[config.mk]
export PLATFORM = sky130hd
export DESIGN_NAME = reg_dump_reader_flat
export DESIGN_NICKNAME = d
export VERILOG_FILES = /design/src/rtl/reg_dump_reader_if.sv /design/src/rtl/reg_dump_reader.sv /design/src/flat_wrapper.sv
export SDC_FILE = /design/constraint.sdc
export NUM_CORES = 1
export LEC_CHECK = 0
export CAP_MARGIN = 20
export CORE_MARGIN = 2
export CORE_UTILIZATION = 43
export CTS_CLUSTER_DIAMETER = 120
export CTS_CLUSTER_SIZE = 20
export DETAILED_ROUTE_END_ITERATION = 12
export PLACE_DENSITY = 0.78
export SETUP_SLACK_MARGIN = 0.05
export SLEW_MARGIN = 25
export SYNTH_ARGS = -nofsm -noshare
export SYNTH_HDL_FRONTEND = slang
export SYNTH_SLANG_ARGS = --single-unit
[constraint.sdc]
create_clock -name clk -period 2 [get_ports clk]
set_input_delay 0.2 -clock clk [delete_from_list [all_inputs] [get_ports clk]]
set_output_delay 0.2 -clock clk [all_outputs]
set_load 0.005 [all_outputs]
[src/rtl/reg_dump_reader_if.sv]
// ---------------------------------------------------------------------------
// reg_dump_reader_if
// Bundles the two buses of the register dump reader:
//   - bank read port : rd_addr / rd_en toward the register bank, rd_data back
//                      (data returns the cycle after rd_en)
//   - word stream    : out_valid / out_ready handshake carrying out_data and
//                      out_index toward the debug display/serial path
// master modport : the reader (drives the read port and the stream)
// slave modport  : bank + consumer side (drives rd_data and out_ready)
// ---------------------------------------------------------------------------
interface reg_dump_reader_if #(
  parameter int DATA_W = 32,
  parameter int ADDR_W = 5
) ();

  logic [ADDR_W-1:0] rd_addr;
  logic              rd_en;
  logic [DATA_W-1:0] rd_data;
  logic              out_valid;
  logic              out_ready;
  logic [DATA_W-1:0] out_data;
  logic [ADDR_W-1:0] out_index;

  modport master (
    output rd_addr,
    output rd_en,
    input  rd_data,
    output out_valid,
    input  out_ready,
    output out_data,
    output out_index
  );

  modport slave (
    input  rd_addr,
    input  rd_en,
    output rd_data,
    input  out_valid,
    output out_ready,
    input  out_data,
    input  out_index
  );

endinterface

[src/rtl/reg_dump_reader.sv]
// ---------------------------------------------------------------------------
// reg_dump_reader
// Walks the register bank from FIRST_ADDR to LAST_ADDR through its spare
// synchronous read port and hands each word to the debug path on a
// valid/ready stream. Read-only toward the bank.
//
// Ports:
//   clk    - clock, all state on rising edge
//   clear  - synchronous active-low reset
//   start  - begins a dump when idle (ignored while busy or in the done cycle)
//   abort  - ends a dump in progress; wins over start and out_ready
//   bus    - master side of reg_dump_reader_if (bank read port + word stream)
//   busy   - high in READ, WAIT and PRESENT
//   done   - one-cycle pulse after the last word is accepted
//
// Per word the sequence is READ (strobe bank) -> WAIT (bank data arrives,
// captured) -> PRESENT (hold until accepted), so with out_ready tied high a
// word is transferred every 3 cycles. All outputs are registers; out_ready
// only affects state through the sequential block.
// ---------------------------------------------------------------------------
module reg_dump_reader #(
  parameter int DATA_W     = 32,
  parameter int ADDR_W     = 5,
  parameter int FIRST_ADDR = 0,
  parameter int LAST_ADDR  = 31
) (
  input  logic                 clk,
  input  logic                 clear,
  input  logic                 start,
  input  logic                 abort,
  reg_dump_reader_if.master    bus,
  output logic                 busy,
  output logic                 done
);

  localparam logic [2:0] ST_IDLE    = 3'd0;
  localparam logic [2:0] ST_READ    = 3'd1;
  localparam logic [2:0] ST_WAIT    = 3'd2;
  localparam logic [2:0] ST_PRESENT = 3'd3;
  localparam logic [2:0] ST_DONE    = 3'd4;

  localparam logic [ADDR_W-1:0] FIRST_A = ADDR_W'(FIRST_ADDR);
  localparam logic [ADDR_W-1:0] LAST_A  = ADDR_W'(LAST_ADDR);
  localparam logic [ADDR_W-1:0] ONE_A   = ADDR_W'(1);

  logic [2:0]        state_r;
  logic [ADDR_W-1:0] rd_addr_r;
  logic              rd_en_r;
  logic              out_valid_r;
  logic [DATA_W-1:0] out_data_r;
  logic [ADDR_W-1:0] out_index_r;
  logic              busy_r;
  logic              done_r;

  // Dump sequencer: state, bank read strobe, captured word and status flags
  always_ff @(posedge clk) begin
    if (!clear) begin
      state_r     <= ST_IDLE;
      rd_addr_r   <= FIRST_A;
      rd_en_r     <= 1'b0;
      out_valid_r <= 1'b0;
      out_data_r  <= '0;
      out_index_r <= '0;
      busy_r      <= 1'b0;
      done_r      <= 1'b0;
    end else if (abort && (state_r != ST_IDLE)) begin
      // Any pending word is dropped; a transfer in this same cycle has
      // already been seen by the consumer and counts as consumed.
      state_r     <= ST_IDLE;
      rd_en_r     <= 1'b0;
      out_valid_r <= 1'b0;
      busy_r      <= 1'b0;
      done_r      <= 1'b0;
    end else begin
      case (state_r)
        ST_IDLE: begin
          done_r <= 1'b0;
          if (start && !abort) begin
            state_r   <= ST_READ;
            rd_addr_r <= FIRST_A;
            rd_en_r   <= 1'b1;
            busy_r    <= 1'b1;
          end else begin
            state_r <= ST_IDLE;
          end
        end
        ST_READ: begin
          state_r <= ST_WAIT;
          rd_en_r <= 1'b0;
        end
        ST_WAIT: begin
          // Bank data for the address strobed in READ is valid now.
          out_data_r  <= bus.rd_data;
          out_index_r <= rd_addr_r;
          out_valid_r <= 1'b1;
          state_r     <= ST_PRESENT;
        end
        ST_PRESENT: begin
          if (out_valid_r && bus.out_ready) begin
            out_valid_r <= 1'b0;
            if (out_index_r == LAST_A) begin
              state_r <= ST_DONE;
              busy_r  <= 1'b0;
              done_r  <= 1'b1;
            end else begin
              // Only reached below LAST_ADDR, so the address never wraps.
              rd_addr_r <= rd_addr_r + ONE_A;
              rd_en_r   <= 1'b1;
              state_r   <= ST_READ;
            end
          end else begin
            state_r <= ST_PRESENT;
          end
        end
        ST_DONE: begin
          done_r  <= 1'b0;
          state_r <= ST_IDLE;
        end
        default: begin
          state_r     <= ST_IDLE;
          rd_en_r     <= 1'b0;
          out_valid_r <= 1'b0;
          busy_r      <= 1'b0;
          done_r      <= 1'b0;
        end
      endcase
    end
  end

  assign bus.rd_addr   = rd_addr_r;
  assign bus.rd_en     = rd_en_r;
  assign bus.out_valid = out_valid_r;
  assign bus.out_data  = out_data_r;
  assign bus.out_index = out_index_r;
  assign busy          = busy_r;
  assign done          = done_r;

endmodule

[src/flat_wrapper.sv]
// flat-port wrapper written by rule: the top's interface ports become plain ports
module reg_dump_reader_flat 
#(
  parameter int DATA_W     = 32,
  parameter int ADDR_W     = 5,
  parameter int FIRST_ADDR = 0,
  parameter int LAST_ADDR  = 31
)
  (clk, clear, start, abort, busy, done, bus_rd_addr, bus_rd_en, bus_rd_data, bus_out_valid, bus_out_ready, bus_out_data, bus_out_index);
  reg_dump_reader_if #(.DATA_W(DATA_W), .ADDR_W(ADDR_W)) bus_i ();
  input  logic clk;
  input  logic clear;
  input  logic start;
  input  logic abort;
  output logic busy;
  output logic done;
  output wire logic [$bits(bus_i.rd_addr)-1:0] bus_rd_addr;
  output wire logic [$bits(bus_i.rd_en)-1:0] bus_rd_en;
  input wire logic [$bits(bus_i.rd_data)-1:0] bus_rd_data;
  output wire logic [$bits(bus_i.out_valid)-1:0] bus_out_valid;
  input wire logic [$bits(bus_i.out_ready)-1:0] bus_out_ready;
  output wire logic [$bits(bus_i.out_data)-1:0] bus_out_data;
  output wire logic [$bits(bus_i.out_index)-1:0] bus_out_index;
  assign bus_rd_addr = bus_i.rd_addr;
  assign bus_rd_en = bus_i.rd_en;
  assign bus_i.rd_data = bus_rd_data;
  assign bus_out_valid = bus_i.out_valid;
  assign bus_i.out_ready = bus_out_ready;
  assign bus_out_data = bus_i.out_data;
  assign bus_out_index = bus_i.out_index;
  reg_dump_reader #(.DATA_W(DATA_W), .ADDR_W(ADDR_W), .FIRST_ADDR(FIRST_ADDR), .LAST_ADDR(LAST_ADDR)) u_core (.clk(clk), .clear(clear), .start(start), .abort(abort), .bus(bus_i), .busy(busy), .done(done));
endmodule
* Yosys cells after proc, flatten, opt, wreduce, memory -nomap -nowiden *
Cells that the tools add are included.

word-level totals
  output and inout port bits = 46
  register bits after elaboration = 49

cells by class
  bitwise gates (word level) = 6
  reduce and logical (&&, ||, !) cells = 18
  eq/ne operators = 9
  mux-type cells = 20
  $add $sub $neg = 1

operators with widths
  operator             number
  $mux 5               3
  $pmux 3 s4           1
  $pmux 5 s2           1
  $mux 1               9
  $pmux 1 s3           3
  $reduce_and 4->1     2
  $eq 3x2->1 const B   2
  $mux 3               2
  $ne 2x1->1 const B   3
  $not 1->1            6
  $reduce_or 2->1      3
  $reduce_or 3->1      2
  $add 5x1->5 const B  1
  $eq 5x5->1 const B   1
  $reduce_and 5->1     1
  $reduce_and 2->1     2
  $eq 3x1->1 const B   1
  $eq 3x3->1 const B   1
  $logic_and 1x1->1    3
  $logic_not 3->1      1
  $reduce_and 3->1     1
  $reduce_bool 3->1    1
  $ne 2x2->1 const B   1
  $pmux 1 s2           1
  2 further kinds      2

* Depth between registers and ports, before layout *
Gate-level depths: netlist (run 1).

  depth in word-level cells = 4
  depth in mapped cells = 7
  mapped depth without buffers = 4

* Worst setup path after synthesis (run 1) *
OpenSTA, ideal clock, no wires.

  path type = reg2reg
  start = register u_core.state_r[2]
  end = register u_core.rd_addr_r[4] (netlist: u_core.bus.rd_addr[4])
  clock period less this slack = 1,479 ps
  required time = 1,938 ps
  setup time = 62 ps
  slack = 521 ps
  arrival time = 1,417 ps
  cell stages (with the launch flop) = 7
  cells stage by stage = dfxtp_1 > buf_6 > and3b_1 > buf_4 > and3_4 > or4b_1 > nand3_1

on the way
  word-level cells in the longest chain between the ends = 4
  elaborated cells between the ends (all ways) = 11

RTL lines
  element                                                   line                    text
  from (decl)                                               reg_dump_reader.sv:46   logic [2:0] state_r;
  from (signal assigned)                                    reg_dump_reader.sv:58   state_r <= ST_IDLE;
  from (signal assigned)                                    reg_dump_reader.sv:69   state_r <= ST_IDLE;
  from (signal assigned)                                    reg_dump_reader.sv:79   state_r <= ST_READ;
  branches (longest 4 deep; another with $reduce_and 5->1)  n/a
  to (signal assigned)                                      reg_dump_reader.sv:107  rd_addr_r <= rd_addr_r + ONE_A;
  to (decl)                                                 reg_dump_reader.sv:47   logic [ADDR_W-1:0] rd_addr_r;

Parallel ways; which one is timed is not known.
A chain may end at the register's enable or synchronous reset.

* Worst setup path in the final report (run 1) *
  start = register u_core.state_r[0]
  end = register u_core.rd_addr_r[4] (netlist: u_core.bus.rd_addr[4])

Same word-level chain as after synthesis.

==> flow_summary.toml, run 1 <==
[yosys]
synth-edff-count = 0
yosysWarningCount = 0
syn-instance-count = 247
syn_avg_cell_area_um2 = 8.30
ys.flop_type = "dfxtp_1"
syn_area_mm2 = 0.00205
ys_types = 41
syn_nets = 285
ys_seq_area_share_pct = 47.9
ys_ff_latch = 49
synth_async_sr_flop_share_pct = 0

[floorplanning]
dieWidth_um = 73.0
ios = 83
rows = 25
die_height_um = 73.0
die-area_mm2 = 0.00533
initial_core_util_pct = 44.0
coreArea_mm2 = 0.00466

[routing]
routed_wl_um = 4810
drt_iter0_markers = 77
dr_wl_met3_um = 290
highest_layer = "met4"
detail-route-antenna-nets = 0
drc = 0
num_vias = 1930
via_per_inst = 5.09
wl_per_cell_um = 12.7
drt_pass1_iterations = 4
wl_met2_um = 2250
met1Wirelength_um = 2250

[grt]
grt_pass1_vias = 1771
grt_max_degree = 38
overflow = 0
grt_antenna_before_repair = 0
grt_pass1_wl_um = 7890
track_usage_pct = 18.5

[cts]
cts_tree = "yes"
cts_setup_buffers = 0
worstSkewPairLatency_ps = 290
holdBufCountCts = 0
h-tree-depth = 2
cts_buffers = 5
cts_resized = 0
cts.sinks = 49
cts.reportedPaths.clkPinSlew_ps = 80
clockBufferDepth = 2
root_buffer = "clkbuf_8"

[setup_path]
rrSetupSlack_ps = 310
critPathKind = "reg2reg"
reg2reg_depth = 4
r2r-end = "u_core.bus.rd_addr[4]"
cp-startpoint = "u_core.state_r[0]"
reg2reg_from = "u_core.state_r[0]"
endpoint = "u_core.bus.rd_addr[4]"
crit_required_ps = 2240
arrival_ps = 1930
crit_fanout = 10
cp-start-kind = "flip-flop"
critPathCaptureType = "flip-flop"

[sta]
fin_hold_ws_ps = 458
setup_viol = 0
post-route-min-period_ps = 1690
slew_viol_final = 0
fin_skew_ps = 7.04
fin_crit_sh_pct = 84.6
max_freq_mhz = 591
rsz0062_at_grt = "false"
hold_viol = 0
slew_headroom_pct = 56.7
tightest_slew_ps = 642
fin_tns_setup_ps = 0

[placement]
dpl.hpwl_um = 3490
io_buffers = 82
place.gp.congestion = 0.863
dpl_cell_area_mm2 = 0.00291

[final_layout]
n_antenna_cell = 0
finalInstanceArea_mm2 = 0.00299
drive_above_1_share_pct = 5.23
area_growth_pct = 45.8
final_nets = 364

[power_and_ir_drop]
cellPowerDensity_mw_per_mm2 = 600
ir_drop_mv = 0.347
p_leak_nw = 1.02
power_mw = 1.79

[job]
maxCapViolCount = 0

[outcome]
status = "finished clean"

[hold_path]
hp-class = "in2reg"
-- per-layer routing --
| metal | vias to the layer above | GRT usage (%) |
|---|---|---|
| li1 | 988 | - |
| met1 | 882 | 22.6 |
| met2 | 56 | 32.4 |
| met3 | 4 | 4.83 |
| met4 | 0 | 4.32 |
| met5 | - | 0 |
-- Yosys cell counts (all sizes together), types with 2 or more instances --
cell type,instances,area share (%)
a311oi,2,0.85
dfxtp,49,48
inv,4,0.73
a211oi,2,0.73
clkbuf,8,1.5
nand3,8,2.0
a21oi,7,1.7
o21ai,7,1.7
nand2,81,15
a21boi,37,14
and2,3,0.92
and3b,2,0.92
nor2,5,0.92
nor3,2,0.49
buf,8,2.5
and3,2,0.85
-- metrics by stage --
| step | utilization (%) | cells | setup slack, ps |
|---|---|---|---|
| 2_1_floorplan | - | 247 | 521 |
| 6_report | 64.1 | 379 | 308 |
| 3_5_place_dp | 62.5 | 373 | 209 |
| 4_1_cts | 64.1 | 379 | 342 |
| 5_1_grt | 64.1 | 379 | 195 |
| 3_3_place_gp | 62.5 | 373 | 252 |
-- worst min path at each step --
stage / startpoint / to / slack (ps) / cells past startpoint
final: bus_rd_data[14] / u_core.bus.out_data[14] / 460 / 3
after global routing: bus_rd_data[29] / u_core.bus.out_data[29] / 480 / 3
after CTS: bus_rd_data[14] / u_core.bus.out_data[14] / 450 / 3
after detailed placement: u_core.bus.out_data[15] / u_core.bus.out_data[15] / 450 / 2
after global placement: u_core.bus.out_data[0] / u_core.bus.out_data[0] / 450 / 2
after floorplan: bus_out_ready / u_core.state_r[1] / 310 / 1
-- cell families (layout without fill, tap and decap cells) --
group	Yosys count	after routing	synth area share, %
flops	49	49	47.9
fa+ha+maj	1	1	0.610
simple gates	112	112	24.2
mux	1	1	0.488
buf+inv	20	98	4.70
compound gates	64	64	22.1
-- power by group --
group	switching [mW]	internal, mW	total, mW
combinational	0.0975	0.150	0.247
clock	0.296	0.231	0.526
sequential	0.0186	1.00	1.02
total	0.412	1.38	1.79
-- layout by cell type (no fill, tap or decap), types with 2 or more instances in the layout --
cell type | synthesis | final
and2_1 | 3 | 3
o21ai_0 | 7 | 7
nor3_1 | 2 | 2
a21oi_1 | 7 | 7
buf_4 | 2 | 5
nor2_1 | 5 | 5
a211oi_1 | 2 | 2
nand2_1 | 80 | 80
a21boi_0 | 37 | 37
clkbuf_8 | 0 | 5
dfxtp_1 | 49 | 49
clkdlybuf4s50_1 | 0 | 82
inv_1 | 4 | 4
nand3_1 | 8 | 8
a311oi_1 | 2 | 2
-- worst max-delay path, cell delays in order (launching register included) --
cell and delay [ps]:
dfxtp_1 500, and3b_1 370, and3_4 260, or4b_1 430, nand3_1 80
-- cell type report --
type,count,area [um^2]
clock buffers,5,68.8
clock inverters,1,5.00
fillers,428,1670
inverters,4,15.0
multi-input cells,178,972
flip-flops and latches,49,981
well taps,54,67.6
repair buffers,88,878
-- flip-flops by register name (all words and copies together), names as in the netlist --
register and flops:
u_core.state_r 3, u_core.bus.out_index 5, u_core.bus.out_valid 1, u_core.bus.out_data 32, u_core.bus.rd_addr 5, u_core.done 1, u_core.busy 1, u_core.bus.rd_en 1
No activity file was read; power rests on OpenSTA's default activity.
==> inputs of run 2 (changes only) <==
--- a/config.mk
+++ b/config.mk
@@ -7,11 +7,11 @@
 export LEC_CHECK = 0
 export CAP_MARGIN = 20
 export CORE_MARGIN = 2
-export CORE_UTILIZATION = 43
+export CORE_UTILIZATION = 38
 export CTS_CLUSTER_DIAMETER = 120
 export CTS_CLUSTER_SIZE = 20
 export DETAILED_ROUTE_END_ITERATION = 12
-export PLACE_DENSITY = 0.78
+export PLACE_DENSITY = 0.73
 export SETUP_SLACK_MARGIN = 0.05
 export SLEW_MARGIN = 25
 export SYNTH_ARGS = -nofsm -noshare
==> constraint.sdc (replaced) <==
create_clock -name clk -period 1.4 [get_ports clk]
set_input_delay 0.14 -clock clk [delete_from_list [all_inputs] [get_ports clk]]
set_output_delay 0.14 -clock clk [all_outputs]
set_load 0.005 [all_outputs]
==> run 2 against run 1 <==
- core utilization is 0.43 points higher
- fmax rose by 26%
- sequential share of layout area decreased by 2.6 points
- sequential power grew 43%
- first-iteration DRC count shrank 9.1%
- clock skew shrank 1.2 ps
- power up 50%
==> flow_summary.toml, run 2 (same netlist as run 1, synthesis figures left out) <==
[outcome]
status = "finished clean"

[placement]
post-place-ws_ps = -137
io_buffers = 82
place_inst = 408
dpl_cell_area_mm2 = 0.00309
dpl.hpwl_um = 3650
place.gp.congestion = 0.815

[floorplanning]
coreArea_mm2 = 0.00517
rows = 26
ios = 83
die_height_um = 77.4
initial_core_util_pct = 39.6
die-area_mm2 = 0.00600
dieWidth_um = 77.4

[sta]
setup_viol = 0
fin_skew_ps = 5.81
rsz0062_at_grt = "true"
max_freq_mhz = 742
hold_viol = 0
slew_viol_final = 0
post-route-min-period_ps = 1350
tightest_slew_ps = 346
slew_headroom_pct = 76.9
fin_ws_ps = 52.3
fin_crit_sh_pct = 96.3

[cts]
cts_tree = "yes"
clockBufferDepth = 2
cts_buffers = 5
holdBufCountCts = 0
cts.reportedPaths.clkPinSlew_ps = 90
worstSkewPairLatency_ps = 290
cts.sinks = 49
root_buffer = "clkbuf_8"
h-tree-depth = 2

[grt]
grt_max_degree = 29
grt_pass1_wl_um = 8400
grt_antenna_before_repair = 0
overflow = 0
grt_pass1_vias = 1864
track_usage_pct = 17.2

[final_layout]
layout_commonest_cell = "nand2_1"
finalInstanceArea_mm2 = 0.00334
nFillCells = 433
final_cell_mix = "nand2_1, clkdlybuf4s50_1, a21boi_0"
area_growth_pct = 62.9
drive_above_1_share_pct = 18.8
final_nets = 389
instances_no_fill = 422
largest_register_ffs = 32
n_antenna_cell = 0

[hold_path]
min_path_cells = 3
hp-class = "in2reg"

[routing]
routed_wl_um = 5330
via_per_inst = 4.86
drt_iter0_markers = 70
wl_per_cell_um = 12.6
drc = 0
drt_pass1_iterations = 6
detail-route-antenna-nets = 0
num_vias = 2051

[setup_path]
crit_required_ps = 1640
reg2reg_depth = 4
arrival_ps = 1580
crit_chain = "and3b_1 -> and3_4 -> or4b_1 -> nand3_1"
critPathKind = "reg2reg"
critPathCaptureType = "flip-flop"
crit_path_max_incr_delay_ps = 420
cpMaxStageDelayCell = "or4b_1"
crit_fanout = 7
cp-start-kind = "flip-flop"

[power_and_ir_drop]
p_leak_nw = 1.29
cellPowerDensity_mw_per_mm2 = 806
ir_drop_mv = 0.543
power_mw = 2.69

[job]
maxCapViolCount = 0
run 2: report_power, final:
part	leakage, nW	total (mW)	switching, mW	internal, mW
clock network	0.0385	0.806	0.452	0.354
registers	0.405	1.46	0.0269	1.43
logic	0.850	0.427	0.164	0.263
total	1.29	2.69	0.643	2.05
run 2: per-layer routing:
metal  up-vias  global-route usage, %  share of wire [%]
li1       1037                      -                  -
met1       937                   21.4                 46
met2        71                   30.0                 47
met3         6                   3.72                6.1
met4         0                   4.64               0.90
met5         -                      0                  0
run 2: area by class of cell:
class	count	area, um^2	area share, %
multi-input cells	178	1030	30.8
inverters	4	15.0	0.450
repair buffers	113	1110	33.4
clock buffers	7	76.3	2.29
well taps	70	87.6	2.62
flip-flops and latches	49	1010	30.2
clock inverters	1	7.51	0.225
run 2: what timing repair did:
action / 4_1_cts / 5_1_grt
pin swaps: 0 / 7
setup buffers: 1 / 4
cloned: 0 / 1
setup endpoints to repair: 13 / 53
gates resized for setup: 15 / 28
run 2: through the flow:
stage	setup TNS, ps	hold WS, ps	util, %
floorplan	-62.1	252	-
global placement	-1970	449	59.7
detailed placement	-3530	455	59.7
CTS	0	385	61.9
global route	-7.75	387	64.5
finish	0	385	64.5
run 2: final timing paths:
path | startpoint | slack [ps] | to
worst max-delay path | u_core.state_r[1] | 50 | u_core.bus.rd_addr[4]
worst min-delay path | bus_rd_data[3] | 380 | u_core.bus.out_data[3]
worst max register to register | u_core.state_r[1] | 50 | u_core.bus.rd_addr[4]
worst min register to register | u_core.bus.out_data[0] | 450 | u_core.bus.out_data[0]
run 2: worst max-delay path, delay by kind of cell, from the launching register on:
| kind | cells | cell delay, ps |
|---|---|---|
| AND/OR/NAND/NOR | 4 | 890 |
| flip-flops | 1 | 400 |
